File: config.mk
export PLATFORM = sky130hd
export DESIGN_NAME = lap_stash
export DESIGN_NICKNAME = d
export VERILOG_FILES = /design/src/rtl/lap_stash.sv
export SDC_FILE = /design/constraint.sdc
export NUM_CORES = 1
export LEC_CHECK = 0
export BUFFER_PORTS_ARGS = -buffer_cell sky130_fd_sc_hd__buf_2
export CORE_UTILIZATION = 55
export DETAILED_ROUTE_END_ITERATION = 7
export PLACE_DENSITY = 0.73
export SLEW_MARGIN = 20
export SYNTH_ARGS = -nofsm -noshare
export SYNTH_HDL_FRONTEND = slang
export SYNTH_SLANG_ARGS = --single-unit
File: constraint.sdc
create_clock -name clk -period 13.5 [get_ports clk]
set_clock_uncertainty 0.15 [all_clocks]
set_input_delay 2.7 -clock clk [delete_from_list [all_inputs] [get_ports clk]]
set_output_delay 2.7 -clock clk [all_outputs]
set_load 0.005 [all_outputs]
File: src/rtl/lap_stash.sv
// Lap-sample circular buffer: captures BCD time on Sample edges, steps display on Next edges.
// Optional build macro LAP_STASH_OVERWRITE_EN: a write while full replaces the oldest entry.
module lap_stash #(
  parameter int DEPTH = 5,
  parameter int WIDTH = 8
) (
  input  logic                       clk,
  input  logic                       reset,
  input  logic [WIDTH-1:0]           sample_in,
  input  logic                       sample_in_valid,
  input  logic                       next_sample,
  output logic [WIDTH-1:0]           sample_out,
  output logic [$clog2(DEPTH+1)-1:0] count,
  output logic [$clog2(DEPTH)-1:0]   sel_index,
  output logic                       full,
  output logic                       empty,
  output logic                       overflow
);

  localparam int CW  = $clog2(DEPTH+1);
  localparam int PW  = $clog2(DEPTH);
  localparam int PW1 = PW + 1;

  // Reduce a sum of two in-range pointers back into 0..DEPTH-1.
  function automatic logic [PW-1:0] ptr_wrap(input logic [PW:0] s);
    logic [PW:0] r;
    if (s >= PW1'(DEPTH)) begin
      r = s - PW1'(DEPTH);
    end else begin
      r = s;
    end
    return r[PW-1:0];
  endfunction

  logic             sample_prev_r;
  logic             next_prev_r;
  logic [WIDTH-1:0] mem_r [DEPTH];
  logic [PW-1:0]    wr_ptr_r;
  logic [CW-1:0]    count_r;
  logic [PW-1:0]    rd_idx_r;
  logic             overflow_r;
  logic             full_r;
  logic             empty_r;
  logic [WIDTH-1:0] sample_out_r;

  logic             sample_pulse_s;
  logic             next_pulse_s;
  logic             mem_we_s;
  logic [PW-1:0]    wr_ptr_nx_s;
  logic [CW-1:0]    count_nx_s;
  logic [PW-1:0]    rd_idx_nx_s;
  logic             overflow_nx_s;
  logic [PW-1:0]    oldest_s;
  logic [PW-1:0]    rd_phys_s;

  assign sample_pulse_s = sample_in_valid & ~sample_prev_r;
  assign next_pulse_s   = next_sample & ~next_prev_r;
  assign oldest_s  = ptr_wrap({1'b0, wr_ptr_r} + (PW1'(DEPTH) - PW1'(count_r)));
  assign rd_phys_s = ptr_wrap({1'b0, oldest_s} + {1'b0, rd_idx_r});

  // Next-state: a write always wins over a simultaneous Next request.
  always_comb begin
    mem_we_s      = 1'b0;
    wr_ptr_nx_s   = wr_ptr_r;
    count_nx_s    = count_r;
    rd_idx_nx_s   = rd_idx_r;
    overflow_nx_s = overflow_r;
    if (sample_pulse_s) begin
      if (count_r < CW'(DEPTH)) begin
        mem_we_s    = 1'b1;
        wr_ptr_nx_s = ptr_wrap({1'b0, wr_ptr_r} + PW1'(1));
        count_nx_s  = count_r + CW'(1);
        rd_idx_nx_s = PW'(count_r);
      end else begin
        overflow_nx_s = 1'b1;
`ifdef LAP_STASH_OVERWRITE_EN
        mem_we_s    = 1'b1;
        wr_ptr_nx_s = ptr_wrap({1'b0, wr_ptr_r} + PW1'(1));
        rd_idx_nx_s = PW'(DEPTH - 1);
`else
        mem_we_s    = 1'b0;
`endif
      end
    end else if (next_pulse_s && (count_r != CW'(0))) begin
      if (CW'(rd_idx_r) == (count_r - CW'(1))) begin
        rd_idx_nx_s = PW'(0);
      end else begin
        rd_idx_nx_s = rd_idx_r + PW'(1);
      end
    end else begin
      rd_idx_nx_s = rd_idx_r;
    end
  end

  // State and registered outputs; reset preloads edge detectors with the live level.
  always_ff @(posedge clk) begin
    sample_prev_r <= sample_in_valid;
    next_prev_r   <= next_sample;
    if (reset) begin
      wr_ptr_r     <= PW'(0);
      count_r      <= CW'(0);
      rd_idx_r     <= PW'(0);
      overflow_r   <= 1'b0;
      full_r       <= 1'b0;
      empty_r      <= 1'b1;
      sample_out_r <= WIDTH'(0);
    end else begin
      wr_ptr_r     <= wr_ptr_nx_s;
      count_r      <= count_nx_s;
      rd_idx_r     <= rd_idx_nx_s;
      overflow_r   <= overflow_nx_s;
      full_r       <= (count_nx_s == CW'(DEPTH));
      empty_r      <= (count_nx_s == CW'(0));
      sample_out_r <= (count_r != CW'(0)) ? mem_r[rd_phys_s] : WIDTH'(0);
    end
  end

  // Sample storage; contents are masked by count so no reset is needed.
  always_ff @(posedge clk) begin
    if (mem_we_s && !reset) begin
      mem_r[wr_ptr_r] <= sample_in;
    end
  end

  assign sample_out = sample_out_r;
  assign count      = count_r;
  assign sel_index  = rd_idx_r;
  assign full       = full_r;
  assign empty      = empty_r;
  assign overflow   = overflow_r;

endmodule

After elaboration in Yosys (flattened, before gate mapping)
Memory sizes are Yosys's and may differ from the RTL's. A register that Yosys moved wholly into a read port is not among the register bits.
Cells that the tools add are included.
{"block": "word_totals", "regBits": 14, "ram_bits": 40, "inputBits": 12, "out_inout_bits": 17, "wordCells": 55, "mem_count": 1}
{"memory": "mem_r", "depth": 5, "width": 8, "rd": 1, "rd_clocked_by_memory_dff": 1, "write_ports": 1, "line_no": "37", "source": "logic [WIDTH-1:0] mem_r [DEPTH];"}
{"block": "classes", "n_addsub": 10, "order_cmp": 4, "eq_ne": 3, "muxes": 13, "bitwise_logic": 6, "n_reduce_logical": 10}
{"cell": "3-bit two-way mux", "n": 9}
{"cell": "4-bit by 3-bit greater-or-equal comparator with 1-bit output (second input constant)", "n": 3}
{"cell": "3-bit subtractor (second input constant)", "n": 3}
{"cell": "3-bit by 1-bit adder with 3-bit output (second input constant)", "n": 2}
{"cell": "2-bit AND reduction", "n": 3}
{"cell": "3-bit by 1-bit adder with 4-bit output (second input constant)", "n": 1}
{"cell": "3-bit by 3-bit adder with 4-bit output", "n": 1}
{"cell": "3-bit by 4-bit adder with 4-bit output", "n": 1}
{"cell": "1-bit two-way mux", "n": 4}
{"cell": "1-bit inverter", "n": 4}
{"cell": "3-bit by 3-bit subtractor with 4-bit output (first input constant)", "n": 1}
{"cell": "3-bit == test", "n": 1}
{"cell": "3-bit == test (second input constant)", "n": 1}
{"cell": "3-bit zero test", "n": 1}
{"cell": "3-bit < comparator (second input constant)", "n": 1}
{"cell": "3-bit nonzero test", "n": 1}
{"cell": "3-bit by 1-bit subtractor with 3-bit output (second input constant)", "n": 1}
{"cell": "1-bit AND", "n": 2}
{"cell": "1-bit logical AND", "n": 2}
{"cell": "2-bit by 1-bit inequality test with 1-bit output (second input constant)", "n": 1}
{"cell": "2-bit nonzero test", "n": 1}
{"cell": "2-bit OR reduction", "n": 1}
{"cell": "1-bit zero test", "n": 1}

Logic depth before layout (Yosys ltp)
{"block": "logic_depth", "word_depth": 7, "ltp_mapped": 20, "ltp_nobuf": 19}

Worst setup path before layout
Ideal clock, no wire load.
{"block": "synth_path", "kind": "input to register", "from": "input port sample_in_valid", "to": "memory mem_r[2][0], enable pin", "setup_time_ps": 398, "arrival_ps": 4104, "required_ps": 12952, "slack_ps": 8848, "stages": 4, "path_buffers": 0, "cell_sequence": "nand2b_1 -> a21o_1 -> nor2_1 -> nor4b_1"}
{"block": "synth_via", "elab_chain_len": 5}
{"element": "start: declaration", "line_no": "10", "source": "input logic sample_in_valid,"}
{"element": "1-bit AND", "line_no": "56", "source": "assign sample_pulse_s = sample_in_valid & ~sample_prev_r;"}
{"element": "1-bit two-way mux", "line_no": "68", "source": "if (sample_pulse_s) begin"}
{"element": "1-bit logical AND", "line_no": "120", "source": "if (mem_we_s && !reset) begin"}
{"element": "1-bit two-way mux", "line_no": "120"}
{"element": "1-bit two-way mux (not written as such)", "line_no": "121", "source": "mem_r[wr_ptr_r] <= sample_in;"}
{"element": "end: declaration", "line_no": "37"}
Every way passes these cells.

Worst setup path after layout
{"block": "layout_path", "from": "register count_r[0] (netlist: count[0])", "to": "register sample_out_r[6] (netlist: sample_out[6]), read port of mem_r"}
{"block": "layout_via", "elab_chain_len": 7, "word_cells_on_any_way": 12, "classes_between": "add/sub: 5; order compare: 2; mux: 2; bitwise: 1; reduce/logical: 2"}
{"element": "start: declaration", "line_no": "39", "source": "logic [CW-1:0] count_r;"}
{"element": "start signal: assignment", "line_no": "109", "source": "count_r <= count_nx_s;"}
{"element": "3-bit by 3-bit subtractor with 4-bit output", "line_no": "58", "source": "assign oldest_s = ptr_wrap({1'b0, wr_ptr_r} + (PW1'(DEPTH) - PW1'(count_r)));"}
{"element": "3-bit by 4-bit adder with 4-bit output", "line_no": "58"}
{"element": "4-bit by 3-bit greater-or-equal comparator with 1-bit output / 3-bit subtractor (equally long branches)", "line_no": "27, 28"}
{"element": "3-bit two-way mux", "line_no": "27", "source": "if (s >= PW1'(DEPTH)) begin"}
{"element": "3-bit by 3-bit adder with 4-bit output", "line_no": "59", "source": "assign rd_phys_s = ptr_wrap({1'b0, oldest_s} + {1'b0, rd_idx_r});"}
{"element": "4-bit by 3-bit greater-or-equal comparator with 1-bit output / 3-bit subtractor (equally long branches)", "line_no": "27, 28"}
{"element": "3-bit two-way mux", "line_no": "27"}
{"element": "end: declaration", "line_no": "44", "source": "logic [WIDTH-1:0] sample_out_r;"}
Parallel ways exist; a longest one is shown, timed or not.
A chain may end at the register's enable or synchronous reset.

==> impl_results.md <==
* Dpl hpwl at 3.813 mm
* Routed len/inst at 16.29 um
* CP required at roughly 14 ns
* Min-Delay Path Class: reg -> reg
* Post-CTS Setup Inserts at 0
* DRT Pass-1 Iters at 5
* P&R area growth vs syn at 15.37%
* Cts hold-fix bufs at 0
* Clock transition at path regs at 0.07 ns
* Cell Pwr Density at around 160 nW/um^2
* TritonCTS clock tree: built
* WL final at roughly 5.7 mm
* Initial antenna violation count at 0
* Max_slew headroom at 28.08%
* Worst reg2reg setup slack at 8.58 ns
* Clk Tree Root Cell: clkbuf_8
* Sequential area share after synthesis at approximately 58%
* DR vias at 1989
* Final setup fails at 0
* Residual DRC at 0
* Net Count, Synth at 274
* ANT cells at 0
* Max FO, Critical Path at 16
* Mapped Cells at 243
* Max Clock Freq at about 0.2 GHz
* First-pass GRT wire length at between 9 and 10 mm
* Remaining Overflow, GRT at 0
* Worst-Margin Slew at 1.076 ns
* Max Root-Sink Buffers at 2
* Startpoint Class: register
* Worst skew pair latency at around 0.33 ns
* IO Count at 29
* CP endpoint kind: register
* Leak at between 1 and 1.5 nW
* Fin. max-slew vios at 0
* Die Ht at 73.66 um
* Antenna-violating nets left at 0
* Final Hold Viols at 0
* Synth cell types at 42
* CORE AREA at just under 5000 sq um
* Die area at between 5000 and 6000 sq um
* Initial drt markers at around 150
* Area of the mapped netlist at between 2000 and 3000 sq um
* Final std cells w/o fill at 350
* Starting Density at between 50% and 60%
* Row cnt at 25
* Die width at roughly 74 um
* Hold Path Sink: overflow$_SDFFE_PP0P_
* Post_cts resized at 0
* Layout cell share with drive strength beyond 1 at 17.67%
* GR Util All Layers at between 20% and 30%
* Setup Crit Path Kind: reg -> reg
* RR Endpoint: sample_out[6]$_SDFF_PP0_
* CTS Buf Count at 9
* Max Cap Violations at 0
* Hold-critical path depth at 2
* #FFs+latches synth at 62
* RSZ-0062 raised after global routing: false
* Setup_tns at 0 ns
* YS warnings at 0
* Final Power at between 0.5 and 0.6 mW
* Outcome: finished clean
* Reg2reg start: count[0]$_SDFF_PP0_
* # port buffers at 28
* Gpl congestion at 0.8418
* Largest net degree at the start of global routing at 17
* Vias in the first global route at between 1.5k and 2k
* Reg2Reg Depth at 17
* Fin crit share at 36.41%
* Post-Syn Area per Cell at ~12 sq um
* Final min period at 4.915 ns
* Clock Sinks at 62
* Total Nets Final at approximately 310
* Hold Startpoint: overflow$_SDFFE_PP0P_
* Worst EP arrival at approximately 5 ns
* H-Tree Depth at 3
* Peak VDD IR at 0.09138 mV
* Placed Instances at around 330
* Via/cell ratio at roughly 5.7
## metrics by stage
| stage | hold WS, ns | util (%) | cell area (sq um) | worst slack, ns |
|---|---|---|---|---|
| after global routing | 0.3420 | 67.64 | 3258 | 8.201 |
| after detailed placement | 0.3071 | 63.04 | 3037 | 8.393 |
| final | 0.3248 | 67.64 | 3258 | 8.585 |
| after floorplan | 0.3105 | - | 2824 | 8.848 |
| after global placement | 0.2924 | 63.04 | 3037 | 8.661 |
| after CTS | 0.3287 | 67.48 | 3251 | 8.381 |
## area by class of cell
cell class / instances / area [sq um]
clock buffer: 10 / 127.6
timing repair buffer: 29 / 147.6
multi-input combinational: 161 / 1115
sequential: 62 / 1642
clock inverter: 6 / 86.33
fill: 378 / 1559
tap: 67 / 83.83
inverter: 15 / 56.30
## layer usage
layer,track usage [%],vias up,share of wire (%)
met5,0,-,0
met4,11.97,0,1.5
met3,6.584,7,5.0
met2,35.78,56,47
met1,32.40,966,47
li1,-,960,-
## synth_stat cells
master    instances  share of area [%]
a211oi_1          3               0.80
a21boi_0          1               0.27
a21o_1            3               0.80
a21oi_1           9                1.6
a221oi_1          1               0.31
a221oi_2          1               0.53
a222oi_1          1               0.35
a2bb2o_1          1               0.35
a311oi_1          8                2.5
a31oi_1           3               0.66
and2_1            1               0.22
and3_1           10                2.2
and4_1            1               0.31
buf_2             2               0.35
buf_4             1               0.27
clkbuf_1          2               0.27
dfxtp_1          22                 16
edfxtp_1         40                 43
fa_1              2                1.4
ha_1             17                7.5
inv_1            15                2.0
mux2_2            1               0.40
mux2i_1           2               0.71
nand2_1          37                4.9
nand2b_1          3               0.66
nand3_1           5               0.89
nand4b_1          2               0.62
nor2_1           11                1.5
nor2b_1           2               0.44
nor3_1            5               0.89
nor4_1            1               0.22
nor4b_1           2               0.62
o211a_1           1               0.35
o21ai_0          10                1.8
o21ai_1           1               0.18
o22a_1            1               0.31
o22ai_1           2               0.44
or3_1             1               0.22
or4b_2            1               0.35
xnor2_1           5                1.6
xnor2_2           1               0.58
xor2_1            5                1.6
## critical path, cell delays in order (launching register included)
cell	delay (ns)
dfxtp_1	0.48
inv_1	0.14
ha_1	0.22
ha_1	0.19
fa_1	0.37
xnor2_1	0.20
a21boi_0	0.37
xnor2_1	0.19
ha_1	0.20
inv_1	0.06
fa_1	0.55
ha_1	0.27
nand2b_1	0.10
a221oi_2	0.40
xnor2_2	0.38
nand2_1	0.12
and3_1	0.21
a311oi_1	0.22
## flip-flops by register name, indices dropped and copies added, names as in the netlist
| name | count |
|---|---|
| sample_out | 8 |
| overflow | 1 |
| full | 1 |
| mem_r | 40 |
| empty | 1 |
| sel_index | 3 |
| wr_ptr_r | 3 |
| next_prev_r | 1 |
| count | 3 |
| sample_prev_r | 1 |
## layout by cell type, fill, tap and decap left out, types with 8 or more instances in the layout
cell type / n
nand2_1: 37
inv_1: 15
edfxtp_1: 40
clkbuf_8: 9
ha_1: 17
a311oi_1: 8
and3_1: 10
buf_2: 28
a21oi_1: 9
o21ai_0: 10
dfxtp_1: 22
nor2_1: 11
## cell families (layout without fill, tap and decap cells)
logic type                 count (synthesis)  after routing  synth area share [%]
xor gates and xnor gates                  11             11                 3.677
muxes                                      3              3                 1.108
and+or+nand+nor                           82             82                 14.05
adders and majority gates                 19             19                 8.950
buffers and inverters                     20             60                 2.880
DFF                                       62             62                 58.13
AOI/OAI and AO/OA                         46             46                 11.21
## worst max path at each step
stage / start / end / slack, ns / depth (start not counted)
2_1_floorplan: sample_in_valid / mem_r[2][0]$_DFFE_PP_ / 8.85 / 4
3_3_place_gp: wr_ptr_r[1]$_SDFFE_PP0P_ / sample_out[1]$_SDFF_PP0_ / 8.66 / 17
3_5_place_dp: wr_ptr_r[1]$_SDFFE_PP0P_ / sample_out[6]$_SDFF_PP0_ / 8.39 / 17
4_1_cts: wr_ptr_r[1]$_SDFFE_PP0P_ / sample_out[6]$_SDFF_PP0_ / 8.38 / 18
5_1_grt: wr_ptr_r[1]$_SDFFE_PP0P_ / sample_out[7]$_SDFF_PP0_ / 8.20 / 18
6_report: count[0]$_SDFF_PP0_ / sample_out[6]$_SDFF_PP0_ / 8.58 / 17
## power by group
part	switching (mW)	internal (mW)	leakage, nW
clock	0.0722	0.104	0.106
combinational	0.0827	0.0472	0.675
sequential	0.00382	0.208	0.541
total	0.159	0.359	1.32
No activity file was read; power rests on OpenSTA's default activity.
